--- config.mk ---
export PLATFORM = sky130hd
export DESIGN_NAME = calc_key_sequencer
export DESIGN_NICKNAME = d
export VERILOG_FILES = /design/src/rtl/calc_key_sequencer.sv
export SDC_FILE = /design/constraint.sdc
export NUM_CORES = 1
export LEC_CHECK = 0
export CORE_UTILIZATION = 55
export DETAILED_ROUTE_END_ITERATION = 16
export HOLD_SLACK_MARGIN = 0.12
export PLACE_DENSITY = 0.8
export SLEW_MARGIN = 20
export SYNTH_ARGS = -nofsm -noshare
export SYNTH_HDL_FRONTEND = slang
export SYNTH_SLANG_ARGS = --single-unit
--- constraint.sdc ---
create_clock -name clk -period 4.4 [get_ports clk]
set_clock_uncertainty 0.15 [all_clocks]
set_input_delay 0.66 -clock clk [delete_from_list [all_inputs] [get_ports clk]]
set_output_delay 0.66 -clock clk [all_outputs]
set_load 0.05 [all_outputs]
--- src/rtl/calc_key_sequencer.sv ---
// rtl/calc_key_sequencer.sv - calculator keypad sequencer feeding a two-operand ALU
//
// Ports:
//   clk         system clock, all state changes on the rising edge
//   clear       synchronous active-high reset
//   key_valid   one-cycle strobe qualifying key_code
//   key_code    0-9 digit, 10 add, 11 sub, 12 mul, 13 div, 14 equals, 15 clear-entry
//   result      ALU result, valid from the cycle after exec
//   num_a       first operand to ALU (registered)
//   num_b       second operand to ALU (registered)
//   opcode      ALU opcode, 10-13 only (registered)
//   exec        one-cycle calculation request, coincident with entry to DONE
//   err         divide-by-zero rejection flag
//   disp_value  value to display (registered)
//   state       0 ENTER_A, 1 ENTER_B, 2 DONE
module calc_key_sequencer #(
    parameter int MAX_DIGITS = 4
) (
    input  logic        clk,
    input  logic        clear,
    input  logic        key_valid,
    input  logic [3:0]  key_code,
    input  logic [15:0] result,
    output logic [15:0] num_a,
    output logic [15:0] num_b,
    output logic [3:0]  opcode,
    output logic        exec,
    output logic        err,
    output logic [15:0] disp_value,
    output logic [1:0]  state
);

    typedef enum logic [1:0] {
        ENTER_A = 2'd0,
        ENTER_B = 2'd1,
        DONE    = 2'd2
    } state_t;

    localparam logic [2:0] MAX_CNT = 3'(MAX_DIGITS);
    localparam logic [3:0] KEY_ADD = 4'd10;
    localparam logic [3:0] KEY_DIV = 4'd13;
    localparam logic [3:0] KEY_EQ  = 4'd14;
    localparam logic [3:0] KEY_CE  = 4'd15;

    state_t      cur_state, nxt_state;
    logic [15:0] num_a_n, num_b_n, disp_n;
    logic [2:0]  cnt_a, cnt_b, cnt_a_n, cnt_b_n;
    logic [3:0]  opcode_n;
    logic        exec_n, err_n;
    logic        is_digit, is_op;
    logic [15:0] digit_val;

    assign is_digit  = (key_code <= 4'd9);
    assign is_op     = (key_code >= KEY_ADD) && (key_code <= KEY_DIV);
    assign digit_val = {12'd0, key_code};

    always_comb begin
        nxt_state = cur_state;
        num_a_n   = num_a;
        num_b_n   = num_b;
        cnt_a_n   = cnt_a;
        cnt_b_n   = cnt_b;
        opcode_n  = opcode;
        exec_n    = 1'b0;
        err_n     = err;

        if (key_valid) begin
            // Any accepted key retires a pending divide-by-zero flag.
            err_n = 1'b0;
            case (cur_state)
                ENTER_A: begin
                    if (is_digit) begin
                        if (cnt_a < MAX_CNT) begin
                            num_a_n = num_a * 16'd10 + digit_val;
                            cnt_a_n = cnt_a + 3'd1;
                        end
                    end else if (is_op) begin
                        opcode_n  = key_code;
                        num_b_n   = 16'd0;
                        cnt_b_n   = 3'd0;
                        nxt_state = ENTER_B;
                    end else if (key_code == KEY_CE) begin
                        num_a_n = 16'd0;
                        cnt_a_n = 3'd0;
                    end
                end
                ENTER_B: begin
                    if (is_digit) begin
                        if (cnt_b < MAX_CNT) begin
                            num_b_n = num_b * 16'd10 + digit_val;
                            cnt_b_n = cnt_b + 3'd1;
                        end
                    end else if (is_op) begin
                        // Operator may only be swapped before any B digit is typed.
                        if (cnt_b == 3'd0) begin
                            opcode_n = key_code;
                        end
                    end else if (key_code == KEY_EQ) begin
                        if (cnt_b != 3'd0) begin
                            if (opcode == KEY_DIV && num_b == 16'd0) begin
                                err_n = 1'b1;
                            end else begin
                                exec_n    = 1'b1;
                                nxt_state = DONE;
                            end
                        end
                    end else begin
                        num_b_n = 16'd0;
                        cnt_b_n = 3'd0;
                    end
                end
                DONE: begin
                    if (is_digit) begin
                        num_a_n   = digit_val;
                        cnt_a_n   = 3'd1;
                        num_b_n   = 16'd0;
                        cnt_b_n   = 3'd0;
                        nxt_state = ENTER_A;
                    end else if (is_op) begin
                        // Chaining: the previous result becomes a full-length A operand.
                        num_a_n   = result;
                        cnt_a_n   = MAX_CNT;
                        opcode_n  = key_code;
                        num_b_n   = 16'd0;
                        cnt_b_n   = 3'd0;
                        nxt_state = ENTER_B;
                    end else if (key_code == KEY_CE) begin
                        num_a_n   = 16'd0;
                        cnt_a_n   = 3'd0;
                        num_b_n   = 16'd0;
                        cnt_b_n   = 3'd0;
                        nxt_state = ENTER_A;
                    end
                end
                default: nxt_state = ENTER_A;
            endcase
        end
    end

    // Display follows the post-key operands; in DONE it tracks the live ALU result.
    always_comb begin
        disp_n = 16'd0;
        case (nxt_state)
            ENTER_A: disp_n = num_a_n;
            ENTER_B: disp_n = (cnt_b_n != 3'd0) ? num_b_n : num_a_n;
            DONE:    disp_n = result;
            default: disp_n = 16'd0;
        endcase
    end

    always_ff @(posedge clk) begin
        if (clear) begin
            cur_state  <= ENTER_A;
            num_a      <= 16'd0;
            num_b      <= 16'd0;
            cnt_a      <= 3'd0;
            cnt_b      <= 3'd0;
            opcode     <= KEY_ADD;
            exec       <= 1'b0;
            err        <= 1'b0;
            disp_value <= 16'd0;
        end else begin
            cur_state  <= nxt_state;
            num_a      <= num_a_n;
            num_b      <= num_b_n;
            cnt_a      <= cnt_a_n;
            cnt_b      <= cnt_b_n;
            opcode     <= opcode_n;
            exec       <= exec_n;
            err        <= err_n;
            disp_value <= disp_n;
        end
    end

    assign state = cur_state;

endmodule

==> impl_metrics.py <==
metrics = {
    "placement": {
        "post-place-cells": 899,
        "dpl.hpwl_microns": 13530,
        "place_area_sq_mm": 0.006480,
        "pre_cts_ws_ps": 229.4,
        "io_buffer_count": 78,
        "gp_congestion": 0.9418,
    },
    "floorplanning": {
        "core_sq_mm": 0.009729,
        "die_area_sq_mm": 0.01042,
        "start_util": 0.5661,
        "die_w_microns": 102.1,
        "core.rowCount": 36,
        "ios": 79,
        "die_height_microns": 102.1,
    },
    "timing": {
        "setup_violations": 0,
        "slew_headroom": 0.5563,
        "period_share": 0.9544,
        "rsz0062_at_grt": "no",
        "finalSetupTns_ps": 0,
        "final_max_slew_viol_count": 0,
        "timing.fmax_ghz": 0.2381,
        "setup_slack_ps": 200.6,
        "hold_violations": 0,
        "tightest_slew_ps": 664.7,
        "layout_min_cycle_time_ps": 4199,
    },
    "global_routing": {
        "grt_pass1_wl_microns": 27200,
        "first_global_vias": 5614,
        "grt_max_degree": 53,
        "grt_use_total": 0.3339,
        "antenna_found_initial": 0,
        "grt_util_met1": 0.3943,
        "grtUsageMet2": 0.6045,
        "gr-total-overflow": 0,
        "use_met3": 0.05198,
        "top_usage_layer": "met2",
    },
    "finish": {
        "final_common_cell": "nor2_1",
        "antennaDiodeCount": 0,
        "mostFrequentLayoutCells": "nor2_1, clkdlybuf4s50_1, nand2_1",
        "nets": 859,
        "drive_gt1_frac": 0.08323,
        "fill_cells": 870,
        "syn_to_final_growth_pct": 21.74,
        "instances_no_fill": 914,
        "final_area_sq_mm": 0.006705,
    },
    "clock_tree": {
        "cts_max_level": 3,
        "clockBufferDepth": 2,
        "clock-root-buffer": "clkbuf_8",
        "post_cts_buffers": 0,
        "cts_tree": "built",
        "cts_buffers": 9,
        "cts.sinks": 62,
        "clock_latency_ps": 340,
        "cts.clk_slew.worst_paths_ps": 80,
    },
    "min_path": {
        "min_path_type": "reg -> reg",
    },
    "detailed_routing": {
        "firstDrtPassIters": 13,
        "drc_errors": 1,
        "vias_per_cell": 6.419,
        "detail-route-antenna-nets": 0,
        "vias": 5867,
        "drtIter0Drc": 530,
        "drt-total-wl_microns": 17240,
        "wl_per_cell_microns": 18.86,
    },
    "synth": {
        "synth_nets": 782,
        "yosysTopAreaCell": "dfxtp_1",
        "synth_flop_cell": "dfxtp_1",
        "seq_area_frac_synth": 0.2254,
        "ys_async_sr_fraction": 0,
        "synth_cells": 700,
        "yosysUniqueCellTypes": 82,
        "yosysTopAreaCellShare": 0.2254,
        "yosysWarnings": 0,
        "synth_edf_count": 0,
        "syn-cell-area_sq_mm": 0.005508,
        "avgSynthCellArea_sq_um": 7.868,
        "synth_seq_cells": 62,
        "synth.area.top_cells": "dfxtp_1, ha_1, nor2_1, nand2_1, a21oi_1",
    },
    "pwr": {
        "p_per_area_mw_per_mm2": 261.6,
        "internal-power_w": 0.001145,
        "power_frac_seq": 0.355,
        "power_frac_clock": 0.328,
        "vdd_drop_max_mv": 0.1520,
        "p_sw_frac": 0.3472,
        "p_leak_nw": 2.776,
        "p_switching_w": 0.0006091,
        "p_comb_frac": 0.317,
    },
    "status": {
        "status": "finished with violations",
        "violations": "design-rule violations",
    },
    "job": {
        "cap_violations": 0,
    },
    "setup_path": {
        "worstSetupStartpointType": "flop",
        "crit_type": "reg -> reg",
        "cp-end-kind": "flop",
        "r2r_setup_slack_ps": 200,
        "critical_path_arrival_ps": 4280,
        "cp_max_fo": 6,
        "required_ps": 4480,
    },
}
==> repair_timing <==
action,4_1_cts,5_1_grt
setup endpoints to repair,0,1
gates resized for setup,0,1
hold buffers,0,0
==> power groups by stage <==
stage	registers (W)	logic (W)	clock network [W]
5_1_grt	0.000626	0.000598	0.000600
4_1_cts	0.000623	0.000551	0.000576
6_report	0.000623	0.000556	0.000575
3_5_place_dp	0.000636	0.000546	0
3_3_place_gp	0.000634	0.000536	0
2_1_floorplan	0.000721	0.000282	0
==> state kept, by name (all words and copies together) (netlist names) <==
| signal | flops |
|---|---|
| cnt_a | 3 |
| cnt_b | 3 |
| disp_value | 16 |
| err | 1 |
| exec | 1 |
| num_a | 16 |
| num_b | 16 |
| opcode | 4 |
| state | 2 |
==> metrics by stage <==
| step | hold slack (ps) | util | power [W] |
|---|---|---|---|
| 5_1_grt | 384.2 | 0.6892 | 0.001825 |
| 3_3_place_gp | 320.9 | 0.6660 | 0.001170 |
| 2_1_floorplan | 308.5 | - | 0.001003 |
| 6_report | 342.5 | 0.6892 | 0.001754 |
| 4_1_cts | 342.5 | 0.6888 | 0.001749 |
| 3_5_place_dp | 325.1 | 0.6660 | 0.001182 |
==> final timing paths <==
check	end	cells past startpoint	start
min	opcode[3]$_SDFFE_PP1P_	2	opcode[3]$_SDFFE_PP1P_
max	disp_value[15]$_SDFF_PP0_	12	num_b[1]$_SDFF_PP0_
min reg2reg	opcode[3]$_SDFFE_PP1P_	2	opcode[3]$_SDFFE_PP1P_
max reg2reg	disp_value[15]$_SDFF_PP0_	12	num_b[1]$_SDFF_PP0_
==> cells by family (layout without fill, tap and decap cells) <==
group / count (synthesis) / after routing / synth area share
XOR/XNOR: 35 / 35 / 0.05952
buffers and inverters: 55 / 136 / 0.03885
AND/OR/NAND/NOR: 272 / 272 / 0.2481
adder cells (fa/ha/maj): 59 / 59 / 0.1395
flip-flops: 62 / 62 / 0.2254
multiplexers: 7 / 7 / 0.01295
AO/OA/AOI/OAI: 210 / 210 / 0.2758
==> worst max-delay path, cell delays in order (launching register included) <==
cell and delay, ps:
dfxtp_1 470, ha_1 280, ha_1 250, fa_1 440
xnor2_1 190, or2_1 280, nor4_2 300, nand4_1 220
or4_4 550, mux2i_1 140, or3_4 380, nor2b_1 140
a311o_1 310
==> final cells by class <==
class	instances	area (sq um)	area share
clock buffers	11	151.4	0.02258
clock inverters	4	70.07	0.01045
inverters	21	78.83	0.01176
multi-input cells	583	4056	0.6050
flip-flops and latches	62	1241	0.1851
well taps	133	166.4	0.02482
repair buffers	100	940.9	0.1403
==> layer usage <==
metal,vias up,share of wire
met1,2793,0.40
met5,-,0
li1,2763,-
met3,44,0.066
met4,0,0.030
met2,267,0.51
==> synthesized netlist by cell type, types with 10 or more instances <==
library cell  count
a21oi_1          44
nand3_1          20
nor2_1           90
o21ai_1          11
inv_1            20
o21ai_0          33
a22oi_1          12
ha_1             55
xor2_1           14
xnor2_1          19
dfxtp_1          62
nor2b_1          10
a221oi_1         11
a32oi_1          11
a211oi_1         10
nand2_1          64
clkbuf_1         28
nand2b_1         10
a21o_1           10
nor3_1           15
Power figures use the tool's default switching activity.
